===== config.mk =====
export PLATFORM = sky130hd
export DESIGN_NAME = z_stream_ctrl
export DESIGN_NICKNAME = d
export VERILOG_FILES = /design/src/rtl/z_stream_ctrl.sv
export SDC_FILE = /design/constraint.sdc
export NUM_CORES = 1
export LEC_CHECK = 0
export CORE_AREA = 4 4 166 168
export DETAILED_ROUTE_END_ITERATION = 7
export DIE_AREA = 0 0 170 172
export GPL_ROUTABILITY_DRIVEN = 0
export RECOVER_POWER = 25
export SYNTH_ARGS = -nofsm -noshare
export SYNTH_HDL_FRONTEND = slang
export SYNTH_SLANG_ARGS = --single-unit

===== constraint.sdc =====
create_clock -name clk -period 4.3 [get_ports clk]
set_clock_uncertainty 0.1 [all_clocks]
set_input_delay 0.86 -clock clk [delete_from_list [all_inputs] [get_ports clk]]
set_output_delay 0.86 -clock clk [all_outputs]
set_load 0.02 [all_outputs]

===== src/rtl/z_stream_ctrl.sv =====
// z_stream_ctrl: Z-sample buffer sequencer.
// Writes DEPTH whitened 4-channel vectors into the Z buffer, then replays the
// buffer PASSES times toward the iteration unit with valid/last tagging.
// Optional write-underrun detection is enabled by defining ZCTRL_UNDERRUN_CHK_EN.
module z_stream_ctrl #(
    parameter int DEPTH  = 128,
    parameter int WIDTH  = 26,
    parameter int PASSES = 4
) (
    input  logic                    clk,
    input  logic                    rst,
    input  logic                    start,
    input  logic                    in_valid,
    output logic                    in_ready,
    input  logic signed [WIDTH-1:0] in_z1,
    input  logic signed [WIDTH-1:0] in_z2,
    input  logic signed [WIDTH-1:0] in_z3,
    input  logic signed [WIDTH-1:0] in_z4,
    output logic                    ram_go,
    output logic                    ram_rw,
    output logic signed [WIDTH-1:0] ram_z1_in,
    output logic signed [WIDTH-1:0] ram_z2_in,
    output logic signed [WIDTH-1:0] ram_z3_in,
    output logic signed [WIDTH-1:0] ram_z4_in,
    input  logic signed [WIDTH-1:0] ram_z1_out,
    input  logic signed [WIDTH-1:0] ram_z2_out,
    input  logic signed [WIDTH-1:0] ram_z3_out,
    input  logic signed [WIDTH-1:0] ram_z4_out,
    output logic                    out_valid,
    output logic                    out_last,
    output logic signed [WIDTH-1:0] out_z1,
    output logic signed [WIDTH-1:0] out_z2,
    output logic signed [WIDTH-1:0] out_z3,
    output logic signed [WIDTH-1:0] out_z4,
    output logic [3:0]              pass_idx,
    output logic                    busy,
    output logic                    done,
    output logic                    underrun
);

    localparam int IW = $clog2(DEPTH);

    typedef enum logic [2:0] {
        S_IDLE,
        S_WRITE,
        S_GAP,
        S_READ,
        S_DONE
    } state_t;

    state_t          r_state, w_next;
    logic [IW-1:0]   r_idx;
    logic [3:0]      r_pass;
    logic            r_ram_go, r_ram_rw, r_in_ready, r_done;
    logic            r_out_valid, r_out_last;
    logic            w_idx_last, w_pass_last, w_accept;

    assign w_idx_last  = (r_idx == IW'(DEPTH - 1));
    assign w_pass_last = (r_pass == 4'(PASSES - 1));
    assign w_accept    = (r_state == S_IDLE) && start;

    // State register; reset dominates a coincident start.
    always_ff @(posedge clk) begin
        if (rst) r_state <= S_IDLE;
        else     r_state <= w_next;
    end

    // Next-state: one GAP cycle before every read pass drops GO to rewind the buffer.
    always_comb begin
        w_next = r_state;
        case (r_state)
            S_IDLE:  if (start) w_next = S_WRITE;
            S_WRITE: if (w_idx_last) w_next = S_GAP;
            S_GAP:   w_next = S_READ;
            S_READ:  if (w_idx_last) w_next = w_pass_last ? S_DONE : S_GAP;
            S_DONE:  w_next = S_IDLE;
            default: w_next = S_IDLE;
        endcase
    end

    // Registered decodes, vector index, pass counter and read-latency alignment.
    always_ff @(posedge clk) begin
        if (rst) begin
            r_ram_go    <= 1'b0;
            r_ram_rw    <= 1'b0;
            r_in_ready  <= 1'b0;
            r_done      <= 1'b0;
            r_out_valid <= 1'b0;
            r_out_last  <= 1'b0;
            r_idx       <= '0;
            r_pass      <= '0;
        end else begin
            r_ram_go    <= (w_next == S_WRITE) || (w_next == S_READ);
            r_ram_rw    <= (w_next == S_WRITE);
            r_in_ready  <= (w_next == S_WRITE);
            r_done      <= (w_next == S_DONE);
            // buffer data lags the READ cycle by one clock
            r_out_valid <= (r_state == S_READ);
            r_out_last  <= (r_state == S_READ) && w_idx_last;
            if ((r_state == S_WRITE) || (r_state == S_READ))
                r_idx <= w_idx_last ? '0 : r_idx + 1'b1;
            else
                r_idx <= '0;
            if (w_accept)
                r_pass <= '0;
            else if ((r_state == S_READ) && w_idx_last && !w_pass_last)
                r_pass <= r_pass + 4'd1;
        end
    end

`ifdef ZCTRL_UNDERRUN_CHK_EN
    logic r_underrun;

    // Sticky: any WRITE slot without a presented vector; cleared by a new frame.
    always_ff @(posedge clk) begin
        if (rst)
            r_underrun <= 1'b0;
        else if (w_accept)
            r_underrun <= 1'b0;
        else if ((r_state == S_WRITE) && !in_valid)
            r_underrun <= 1'b1;
    end

    assign underrun = r_underrun;
`else
    logic w_unused_in_valid;
    assign w_unused_in_valid = in_valid;
    assign underrun          = 1'b0;
`endif

    assign ram_go    = r_ram_go;
    assign ram_rw    = r_ram_rw;
    assign in_ready  = r_in_ready;
    assign done      = r_done;
    assign busy      = (r_state != S_IDLE);
    assign pass_idx  = r_pass;
    assign out_valid = r_out_valid;
    assign out_last  = r_out_last;

    // write data is never stalled: straight through to the buffer
    assign ram_z1_in = in_z1;
    assign ram_z2_in = in_z2;
    assign ram_z3_in = in_z3;
    assign ram_z4_in = in_z4;

    assign out_z1 = ram_z1_out;
    assign out_z2 = ram_z2_out;
    assign out_z3 = ram_z3_out;
    assign out_z4 = ram_z4_out;

endmodule


# Word-level counts from Yosys, hierarchy flattened
# Cells that the tools add are included.
# op_classes
addsub	2
n_eq_ne	8
reduce_logical	10
muxes	5
n_bitwise	1
# ops
op	count
2-to-1 mux 3 bit	4
one-hot mux 3 bit (4 select lines)	1
== test 3 x 2 -> 1 bit, second input constant	3
adder 7 x 1 -> 7 bit, second input constant	1
== test 7 bit, second input constant	1
== test 3 x 1 -> 1 bit, second input constant	2
adder 4 x 1 -> 4 bit, second input constant	1
== test 4 x 2 -> 1 bit, second input constant	1
== test 3 bit, second input constant	1
logical AND 1 bit	3
zero test 3 bit	1
nonzero test 3 bit	1
OR reduction 3 bit	1
logical OR 1 bit	2
OR reduction 2 bit	1
zero test 1 bit	1
NOT 1 bit	1
# word_totals
in_bits	212
regBits	19
output_inout_bits	220
word_cells	34

# Longest topological paths before layout
# logic_depth
ltp_word	6
mapped_depth	6
ltp_nobuf	5

# Worst setup path after synthesis
# OpenSTA, ideal clock, no wires.
# synth_timing
path_type	input to output
start	in ram_z1_out[0]
end	out out_z1[0]
t_arrival_ns	0.994
path_slack_ns	2.346
cell_stages	1
cell_sequence	buf_4
# synth_rtl
element	line_no	text
start, declared	25	input logic signed [WIDTH-1:0] ram_z1_out,
end, declared	31	output logic signed [WIDTH-1:0] out_z1,
# No word-level cell between the ends.

# Worst setup path in the final report
# layout_timing
start	reg r_state[1]
end	out busy
# layout_between
elab_chain_len	1
# layout_lines
element	line_no	text
start, declared	51	state_t r_state, w_next;
start signal, assigned	65	else r_state <= w_next;
nonzero test 3 bit	135	assign busy = (r_state != S_IDLE);
end, declared	36	output logic busy,
# Every way passes these cells.

==> impl_metrics.csv <==
group,metric,value,unit
cts,clock-sinks,19,
detailed_routing,wl_per_cell,14.3,um
synth,ys_seq_elements,19,
synth,synth_nets,504,
global_routing,grt_usage,3.88,%
cells_and_area,nNetsFinal,311,
floorplanning,initial_core_util,9.06,%
job,drv_cap,0,
cts,ctsHoldBuffers,0,
cells_and_area,final_cell_count_no_fill,431,
worst_setup_path,path_max_fanout,9,
synth,synth_area_leaders,"buf_4 67%, dfxtp_1 16%, nor2_1 2.1%, xnor2_1 1.1%, ha_1 1.1%",
place,dpl.cell_count,427,
synth,yosysTopAreaCell,"buf_4",
worst_setup_path,cp.buffers_inverters,1,
cells_and_area,drive_above_1_share,11.5,%
detailed_routing,drc_errors,0,
pwr,seq_power_share,46.2,%
place,dp_hpwl,5040,um
cts,ctsLongestPathBuffers,2,
cells_and_area,final_cell_mix,"19 x dfxtp_1, 13 x nor2_1, 11 x clkdlybuf4s50_1",
floorplanning,core-area,0.0259,sq mm
pwr,internal-power,314,uW
floorplanning,fp-row-count,59,
synth,ys_types,31,
hold_path,whs_path_depth,1,
global_routing,grt_pass1_wl,7400,um
pwr,p_per_area,284,mW/mm^2
synth,syn_inst,290,
worst_setup_path,path_delay_family,"buffers and inverters",
synth,ys.warnings.count,0,
detailed_routing,dr_total_vias,924,
synth,avgSynthCellArea,8.09,sq um
status,status,"finished clean",
pwr,p_switching,79.1,uW
pwr,p_clk_share,48.7,%
cells_and_area,area_growth,-41.1,%
detailed_routing,wl,6170,um
global_routing,grt_max_degree,11,
floorplanning,num_io_pins,432,
worst_setup_path,worstPathArrival,1680,ps
floorplanning,die_y,172,um
detailed_routing,firstDrtPassIters,4,
cts,post-cts-setup-buffers,0,
cells_and_area,final_common_cell,"dfxtp_1",
cts,cts_tree,"built",
sta,setup_viol,0,
global_routing,first_global_vias,992,
detailed_routing,drt-initial-drc-count,32,
sta,rsz0062_at_grt,"no",
global_routing,antenna_found_initial,0,
global_routing,overflow,0,
cts,numCtsBuffers,3,
pwr,p_comb_share,5.1,%
sta,fmax,0.379,GHz
worst_setup_path,criticalPathCategory,"reg2out",
worst_setup_path,reg2reg_depth,5,
cells_and_area,n_antenna_cell,0,
worst_setup_path,cp-end-kind,"output port",
floorplanning,die_x,170,um
detailed_routing,antenna_left,0,
cts,path_clk_slew,60,ps
synth,yosysSeqAreaShare,16.2,%
worst_setup_path,cp.depth,2,
worst_setup_path,r2r_slack,2350,ps
cts,cts_resized,0,
pwr,swShare,20.1,%
floorplanning,die_area,0.0292,sq mm
worst_setup_path,max_stage_delay,580,ps
cts,clock-root-buffer,"clkbuf_16",
cts,htreeDepth,1,
pwr,cellLeakagePower,0.000375,uW
sta,setup-tns-final,0,ps
place,portBuffers,13,
worst_setup_path,slowest_stage,"clkdlybuf4s50_1",
sta,fin_crit_sh,61.3,%
cells_and_area,nFillCells,3037,
synth,netlist_area,0.00235,sq mm
detailed_routing,via_per_inst,2.14,
worst_setup_path,critPathRequiredTime,3340,ps
synth,synth_top_area_share,67.2,%
cts,clk_latency,250,ps
worst_setup_path,cp_cell_sequence,"or3_2 -> clkdlybuf4s50_1",
hold_path,hp-class,"reg2reg",
sta,period_needed,2640,ps
sta,hold_viol,0,
pwr,vdd_drop_max,0.000122,V
worst_setup_path,critPathLaunchType,"flop",
sta,finalMaxSlewViolations,0,
[routing by layer]
layer	share of wire (%)	routed length, um	vias up	GRT usage, %
met5	0.76	47	-	1.17
met4	16	987	2	6.11
met3	29	1780	104	5.40
met2	39	2420	184	4.92
met1	15	940	328	1.46
li1	-	-	306	-
[state kept, by name, indices dropped and copies added, names as in the netlist]
| name | count |
|---|---|
| r_idx | 7 |
| pass_idx | 4 |
| r_state | 3 |
| done | 1 |
| in_ready | 1 |
| out_last | 1 |
| out_valid | 1 |
| ram_go | 1 |
[final timing paths]
kind	start	endpoint
setup / recovery	r_state[1]	busy
hold / removal	r_idx[0]	r_idx[0]
setup reg to reg	pass_idx[0]	pass_idx[3]
hold reg to reg	r_idx[0]	r_idx[0]
[Yosys cell counts, drive strengths merged]
| master | instances |
|---|---|
| a21o | 1 |
| a21oi | 3 |
| a31o | 1 |
| and2 | 2 |
| and3 | 4 |
| buf | 211 |
| conb | 1 |
| dfxtp | 19 |
| ha | 2 |
| inv | 4 |
| mux2 | 1 |
| nand2 | 2 |
| nand3 | 4 |
| nand4 | 2 |
| nor2 | 13 |
| nor3 | 1 |
| nor3b | 2 |
| nor4 | 2 |
| o21ai | 3 |
| o21bai | 1 |
| o311a | 2 |
| or2 | 1 |
| or3 | 2 |
| or3b | 1 |
| xnor2 | 3 |
| xor2 | 2 |
[cells by family after synthesis]
group,count (synthesis),share of synthesized area (%)
AO/OA/AOI/OAI,11,3.73
multiplexers,1,0.480
adder cells (fa/ha/maj),2,1.07
other,1,0.160
XOR/XNOR,5,1.87
buffers and inverters,215,68.0
AND/OR/NAND/NOR,36,8.48
flip-flops,19,16.2
[through the flow]
step | total power [uW] | hold slack, ps | cell area [sq um] | setup slack [ps] | util [%]
after floorplan | 481 | 313 | 2350 | 2350 | -
after global placement | 208 | 329 | 1320 | 1860 | 5.08
after detailed placement | 208 | 328 | 1320 | 1870 | 5.08
after CTS | 403 | 336 | 1390 | 1590 | 5.38
after global routing | 410 | 352 | 1380 | 1610 | 5.34
final | 393 | 331 | 1380 | 1660 | 5.34
[area by class of cell]
| type | instances | area (sq um) | area share (%) |
|---|---|---|---|
| tap | 335 | 419 | 30.3 |
| inverter | 4 | 15.0 | 1.09 |
| clock buffer | 4 | 78.8 | 5.70 |
| multi-input combinational | 56 | 359 | 26.0 |
| timing repair buffer | 13 | 130 | 9.41 |
| sequential | 19 | 380 | 27.5 |
[power by group through the flow]
stage,Clock (uW),Sequential [uW],Combinational (uW)
finish,191,182,20.0
global route,206,182,22.1
detailed placement,0,186,22.5
floorplan,0,186,295
CTS,199,182,22.6
global placement,0,186,22.4
(Power assumes the default switching activity.)
